$ cat src/rtl/multiplier_pipe_reg_pkg.sv
// Shared definitions for the pipelined multiplier: default geometry and the
// operand-extension helper used ahead of the multiply.
`ifndef MULTIPLIER_PIPE_REG_PKG_SV
`define MULTIPLIER_PIPE_REG_PKG_SV

package multiplier_pipe_reg_pkg;

    // Default operand width; the product is twice this wide.
    localparam int MUL_PIPE_DEF_W     = 32;

    // Default number of register stages between the operands and oData.
    localparam int MUL_PIPE_DEF_DEPTH = 3;

    // Bit used to widen an operand. Signed operands replicate their MSB and
    // unsigned operands pad with zero. This keeps the widened product exact
    // in both modes.
    function automatic logic extBit(input logic isSigned, input logic msb);
        return isSigned & msb;
    endfunction

endpackage

`endif

$ cat src/rtl/multiplier_pipe_reg_if.sv
// Operand/result bundle between operand-fetch logic and the pipelined
// multiplier, including the pipeline controls that travel with the request.
interface multiplier_pipe_reg_if
    import multiplier_pipe_reg_pkg::*;
#(
    parameter int DATA_W = MUL_PIPE_DEF_W
);

    logic                  iEn;
    logic                  iClr;
    logic                  iValid;
    logic                  iSigned;
    logic [DATA_W-1:0]     iData0;
    logic [DATA_W-1:0]     iData1;
    logic                  oValid;
    logic [2*DATA_W-1:0]   oData;

    // Producer side: issues operations and observes completed products.
    modport master (
        output iEn, iClr, iValid, iSigned, iData0, iData1,
        input  oValid, oData
    );

    // Multiplier side.
    modport slave (
        input  iEn, iClr, iValid, iSigned, iData0, iData1,
        output oValid, oData
    );

endinterface

$ cat src/rtl/multiplier_pipe_reg_stage.sv
// One pipeline stage: a valid bit plus a payload register. The payload only
// loads behind a real operation, so bubbles never disturb the last product.
module mul_pipe_stage #(
    parameter int W = 64
) (
    input  logic         iClk,
    input  logic         iRstN,
    input  logic         iClr,
    input  logic         iEn,
    input  logic         iValid,
    input  logic [W-1:0] iData,
    output logic         oValid,
    output logic [W-1:0] oData
);

    logic         r_valid;
    logic [W-1:0] r_data;

    // Reset and flush wipe the stage; otherwise advance on enable, else hold.
    always_ff @(posedge iClk or negedge iRstN) begin
        if (!iRstN) begin
            r_valid <= 1'b0;
            r_data  <= '0;
        end else if (iClr) begin
            r_valid <= 1'b0;
            r_data  <= '0;
        end else if (iEn) begin
            r_valid <= iValid;
            if (iValid) begin
                r_data <= iData;
            end
        end
    end

    assign oValid = r_valid;
    assign oData  = r_data;

endmodule

$ cat src/rtl/multiplier_pipe_reg.sv
// Pipelined signed/unsigned multiplier. The product is formed combinationally
// ahead of the first stage and then carried through PIPE valid-tagged stages.
// All of the registers sit behind the multiplier, so retiming can pull them
// into it.
module multiplier_pipe_reg
    import multiplier_pipe_reg_pkg::*;
#(
    parameter int DATA_W = MUL_PIPE_DEF_W,
    parameter int PIPE   = MUL_PIPE_DEF_DEPTH
) (
    input  logic                  iClk,
    input  logic                  iRstN,
    multiplier_pipe_reg_if.slave  bus
);

    localparam int PW = 2 * DATA_W;

    logic          w_ext0;
    logic          w_ext1;
    logic [PW-1:0] w_opA;
    logic [PW-1:0] w_opB;
    logic [PW-1:0] w_product;
    logic [PIPE:0] w_valid;
    logic [PW-1:0] w_data [0:PIPE];

    // Widen both operands to the full product width. The 2*DATA_W result
    // matches the exact (DATA_W+1)-bit extended multiply in both modes.
    assign w_ext0    = extBit(bus.iSigned, bus.iData0[DATA_W-1]);
    assign w_ext1    = extBit(bus.iSigned, bus.iData1[DATA_W-1]);
    assign w_opA     = {{DATA_W{w_ext0}}, bus.iData0};
    assign w_opB     = {{DATA_W{w_ext1}}, bus.iData1};
    assign w_product = w_opA * w_opB;

    assign w_valid[0] = bus.iValid;
    assign w_data[0]  = w_product;

    // Chain of identical stages; stage k feeds stage k+1.
    for (genvar k = 0; k < PIPE; k++) begin : g_stage
        mul_pipe_stage #(
            .W (PW)
        ) u_stage (
            .iClk   (iClk),
            .iRstN  (iRstN),
            .iClr   (bus.iClr),
            .iEn    (bus.iEn),
            .iValid (w_valid[k]),
            .iData  (w_data[k]),
            .oValid (w_valid[k+1]),
            .oData  (w_data[k+1])
        );
    end

    assign bus.oValid = w_valid[PIPE];
    assign bus.oData  = w_data[PIPE];

endmodule

$ cat src/flat_wrapper.sv
// flat-port wrapper written by rule: the top's interface ports become plain ports
module multiplier_pipe_reg_flat import multiplier_pipe_reg_pkg::*;
#(
    parameter int DATA_W = MUL_PIPE_DEF_W,
    parameter int PIPE   = MUL_PIPE_DEF_DEPTH
)
  (iClk, iRstN, bus_iEn, bus_iClr, bus_iValid, bus_iSigned, bus_iData0, bus_iData1, bus_oValid, bus_oData);
  multiplier_pipe_reg_if #(.DATA_W(DATA_W)) bus_i ();
  input  logic iClk;
  input  logic iRstN;
  input wire logic [$bits(bus_i.iEn)-1:0] bus_iEn;
  input wire logic [$bits(bus_i.iClr)-1:0] bus_iClr;
  input wire logic [$bits(bus_i.iValid)-1:0] bus_iValid;
  input wire logic [$bits(bus_i.iSigned)-1:0] bus_iSigned;
  input wire logic [$bits(bus_i.iData0)-1:0] bus_iData0;
  input wire logic [$bits(bus_i.iData1)-1:0] bus_iData1;
  output wire logic [$bits(bus_i.oValid)-1:0] bus_oValid;
  output wire logic [$bits(bus_i.oData)-1:0] bus_oData;
  assign bus_i.iEn = bus_iEn;
  assign bus_i.iClr = bus_iClr;
  assign bus_i.iValid = bus_iValid;
  assign bus_i.iSigned = bus_iSigned;
  assign bus_i.iData0 = bus_iData0;
  assign bus_i.iData1 = bus_iData1;
  assign bus_oValid = bus_i.oValid;
  assign bus_oData = bus_i.oData;
  multiplier_pipe_reg #(.DATA_W(DATA_W), .PIPE(PIPE)) u_core (.iClk(iClk), .iRstN(iRstN), .bus(bus_i));
endmodule
$ cat config.mk
export PLATFORM = sky130hd
export DESIGN_NAME = multiplier_pipe_reg_flat
export DESIGN_NICKNAME = d
export VERILOG_FILES = /design/src/rtl/multiplier_pipe_reg_pkg.sv /design/src/rtl/multiplier_pipe_reg_if.sv /design/src/rtl/multiplier_pipe_reg_stage.sv /design/src/rtl/multiplier_pipe_reg.sv /design/src/flat_wrapper.sv
export SDC_FILE = /design/constraint.sdc
export NUM_CORES = 2
export LEC_CHECK = 0
export CAP_MARGIN = 20
export CORE_AREA = 2 2 376 378
export DETAILED_ROUTE_END_ITERATION = 7
export DIE_AREA = 0 0 378 380
export PLACE_DENSITY = 0.49
export SLEW_MARGIN = 10
export SYNTH_ARGS = -nofsm -noshare
export SYNTH_HDL_FRONTEND = slang
export SYNTH_HIERARCHICAL = 1
export SYNTH_SLANG_ARGS = --single-unit
$ cat constraint.sdc
create_clock -name iClk -period 1.35 [get_ports iClk]
set_input_delay 0.135 -clock iClk [delete_from_list [all_inputs] [get_ports iClk]]
set_output_delay 0.135 -clock iClk [all_outputs]
set_load 0.01 [all_outputs]
# After elaboration in Yosys (flattened, before gate mapping)
# Index checks and enable logic that the tools add are counted.
# totals
elab_cells	31
input_bits	70
out_inout_bits	65
reg_bits	195
# classes
reduce_logical	7
bitwise	2
n_mul	1
mux	15
# ops
cell	n
two-way mux 64 bit	9
multiplier 33 x 33 -> 64 bit	1
nonzero test 2 bit	4
two-way mux 1 bit	6
AND reduction 2 bit	3
bitwise AND 1 bit	2

# Depth between registers and ports, before layout
# logic_depth
depth_word	5
mapped_depth	32

# By module
# Netlist, hierarchy kept.
# modules_own_cells
mod	seq_area_each_um2	instances	area_per_inst_um2	cells_per_inst
multiplier_pipe_reg	0.0	1	37803.8	4161
mul_pipe_stage	1626.6	3	3145.5	294

# Worst setup path before layout
# Ideal clock, no wire load.
# synth_path
path_kind	input to register
startpoint	in bus_iSigned
endpoint	reg u_core.g_stage[0].u_stage.r_data[60]
slack_ps	-6629
path_buffers	2
cell_stages	28
t_arrival_ps	7902
setup_ps	77
required_ps	1273
cell_sequence	clkbuf_1 > clkbuf_1 > and3_1 > fa_1 > fa_1 > fa_1 > inv_1 > fa_1 > inv_1 > fa_1 > fa_1 > inv_1 > fa_1 > fa_1 > inv_1 > ha_1 > and3_1 > nand2_1 > nor4_1 > nand2_1 > nor3_1 > o31ai_1 > a311oi_1 > a311oi_1 > o21bai_1 > xor2_1 > nand3_1 > a21oi_1
# synth_lines
item	line_no	text
start: declaration	flat_wrapper.sv:14	input wire logic [$bits(bus_i.iSigned)-1:0] bus_iSigned;
end signal: assignment	multiplier_pipe_reg_stage.sv:30	r_data <= iData;
end: declaration	multiplier_pipe_reg_stage.sv:17	logic [W-1:0] r_data;

==> flow_metrics.tcl <==
set metrics [dict create \
    wl_per_cell_um 20.1 \
    grt_pass1_wl_um 241000 \
    first_pass_iters 5 \
    ys_seq_elements 195 \
    synth.top_cell.area_share 0.477 \
    setup_viol 62 \
    worstSetupEndpointType "register" \
    synth_common_cells "1,125 x fa_1, 1,102 x inv_1, 724 x nand2_1, 355 x and2_1, 256 x a21oi_1" \
    fill_cells 13500 \
    cp.arrival_ns 7.52 \
    dr.first_iter.drc_count 2086 \
    place.gp.congestion 0.893 \
    die_height_um 380 \
    cts-root-buf "clkbuf_16" \
    setup_slack_ns -5.78 \
    fmax_mhz 140 \
    cts-buffers-inserted 17 \
    yosys_warnings 6 \
    max-cap-violations 0 \
    nets 7108 \
    synthArstFlopShare 1.00 \
    die-width_um 378 \
    htreeDepth 4 \
    vias 36500 \
    initial_core_util 0.339 \
    clkTransAtPathRegs_ns 0.07 \
    cp_slowest_cell "fa_2" \
    synth.most_common_cell "fa_1" \
    synth_cells 5043 \
    post-route-drc-count 0 \
    area_growth_pct 32.3 \
    synth_edf_count 0 \
    finClkSkew_ns 0.00855 \
    path_max_fanout 7 \
    status "complete, but fails checks" \
    die_area_um2 144000 \
    syn_avg_cell_area_um2 9.37 \
    avgViaCountPerCell 4.80 \
    min_period_ns 7.13 \
    drv_slew 0 \
    cp.required_ns 1.73 \
    grt_remaining_overflow 0 \
    grt_pass1_vias 40800 \
    netlist_area_um2 47200 \
    crit_type "input pin to register" \
    finalHoldViolations 0 \
    synthFlopType "dfrtp_1" \
    grt_start_max_net_pins 97 \
    portBuffers 134 \
    relSlewSlack 0.708 \
    coreArea_um2 139000 \
    synth_area_leaders "fa_1 48%, dfrtp_1 10%, inv_1 8.8%" \
    crit_top_cell "fa_1" \
    cpPeakStageDelay_ns 0.61 \
    antenna_found_initial 9 \
    postRouteAntennaNets 0 \
    dpl.hpwl_um 113000 \
    tightestPinTransition_ns 0.427 \
    wl_um 152000 \
    cp-start-kind "input pin" \
    synth_cell_type_count 60 \
    synth_top_cell_by_area "fa_1" \
    rsz0062_at_grt "true" \
    drive_above_1_share 0.274 \
    cts_tree "done" \
    syn_nets 6450 \
    period_share 5.28 \
    cts_buffer_depth 2 \
    num_io_pins 135 \
    setup_tns_ns -295.20 \
    ys_seq_area_frac 0.103 \
    core.rowCount 137 \
    hp-class "input pin to register" \
    violations "setup timing" \
    place_ws_ns -7.12 \
    clkSinkCount 195 \
    grt_usage 0.220 \
    insertion_delay_ns 0.45 \
]
[per-stage QoR]
stage	util	cell area, um^2	instances	hold slack, ns
after floorplan	-	48500	5043	-0.161
after global placement	0.400	55700	7281	0.103
after detailed placement	0.400	55700	7281	0.101
after CTS	0.439	61100	7536	0.0268
after global routing	0.449	62500	7592	0.0518
final	0.449	62500	7593	0.0424
[worst paths after layout]
| path | start | to | slack, ns | depth (start not counted) |
|---|---|---|---|---|
| worst max register to register | u_core/g_stage[0].u_stage/oValid$_DFFE_PN0P_ | u_core/g_stage[1].u_stage/oData[49]$_DFFE_PN0P_ | 0.10 | 3 |
| worst max-delay path | bus_iData1[11] | u_core/g_stage[0].u_stage/oData[60]$_DFFE_PN0P_ | -5.78 | 30 |
| max in group asynchronous | iRstN | u_core/g_stage[1].u_stage/oData[21]$_DFFE_PN0P_ | 0.51 | 3 |
| worst min register to register | u_core/g_stage[1].u_stage/oData[3]$_DFFE_PN0P_ | u_core/g_stage[2].u_stage/oData[3]$_DFFE_PN0P_ | 0.54 | 2 |
| min in group asynchronous | iRstN | u_core/g_stage[2].u_stage/oData[11]$_DFFE_PN0P_ | 0.22 | 2 |
| worst min-delay path | bus_iValid | u_core/g_stage[0].u_stage/oData[29]$_DFFE_PN0P_ | 0.04 | 3 |
[cells in the final DEF, fill, tap and decap left out, types with 76 or more instances in the layout]
master,instances
ha_4,76
ha_1,135
and2_1,295
inv_1,996
buf_12,161
fa_2,106
a21bo_1,165
dfrtp_1,193
nand3_1,192
a21oi_1,187
inv_2,103
buf_6,130
buf_4,514
fa_1,1019
nand2_1,672
[metal layers]
layer | routed length, um | global-route usage | vias up
met2 | 77100 | 0.384 | 798
li1 | - | - | 16300
met1 | 63700 | 0.291 | 19200
met4 | 4560 | 0.0530 | 0
met5 | 0 | 0 | -
met3 | 6990 | 0.0231 | 194
[cell families (layout without fill, tap and decap cells)]
logic type,after synthesis,count (layout),synth area share
buffers and inverters,1431,2102,0.120
AND/OR/NAND/NOR,1423,1423,0.142
adder cells (fa/ha/maj),1337,1337,0.533
XOR/XNOR,74,74,0.0137
AO/OA/AOI/OAI,579,579,0.0879
flip-flops,195,195,0.103
multiplexers,4,4,0.000848
other,0,3,0
[timing repair]
item,4_1_cts,5_1_grt
hold buffers,1,0
gates resized for setup,953,284
gates cloned,40,3
pin swaps,347,264
endpoints found under the setup margin,128,64
hold endpoints to repair,82,0
buffers inserted,194,63
[worst max-delay path: cells and delay by family]
family | cells | cell delay [ns]
fa+ha+maj | 9 | 4.33
buf+inv | 9 | 0.95
compound gates | 5 | 0.95
simple gates | 6 | 0.94
xor+xnor | 1 | 0.17
[area by class of cell]
cell class,count,area [um^2],area share
inverters,1102,4140,0.0663
flip-flops and latches,195,4890,0.0782
repair buffers,968,11100,0.177
multi-input cells,3417,39500,0.632
diodes,3,7.51,0.000120
well taps,1876,2350,0.0376
clock buffers,19,433,0.00693
clock inverters,13,90.1,0.00144
[registers in the layout (all words and copies together) (netlist names)]
name and cells:
u_core/g_stage.u_stage/oValid 3, u_core/g_stage.u_stage/oData 192
Power is not shown: default switching activity piles up to over one toggle a cycle in this logic, so the estimate is an artifact.
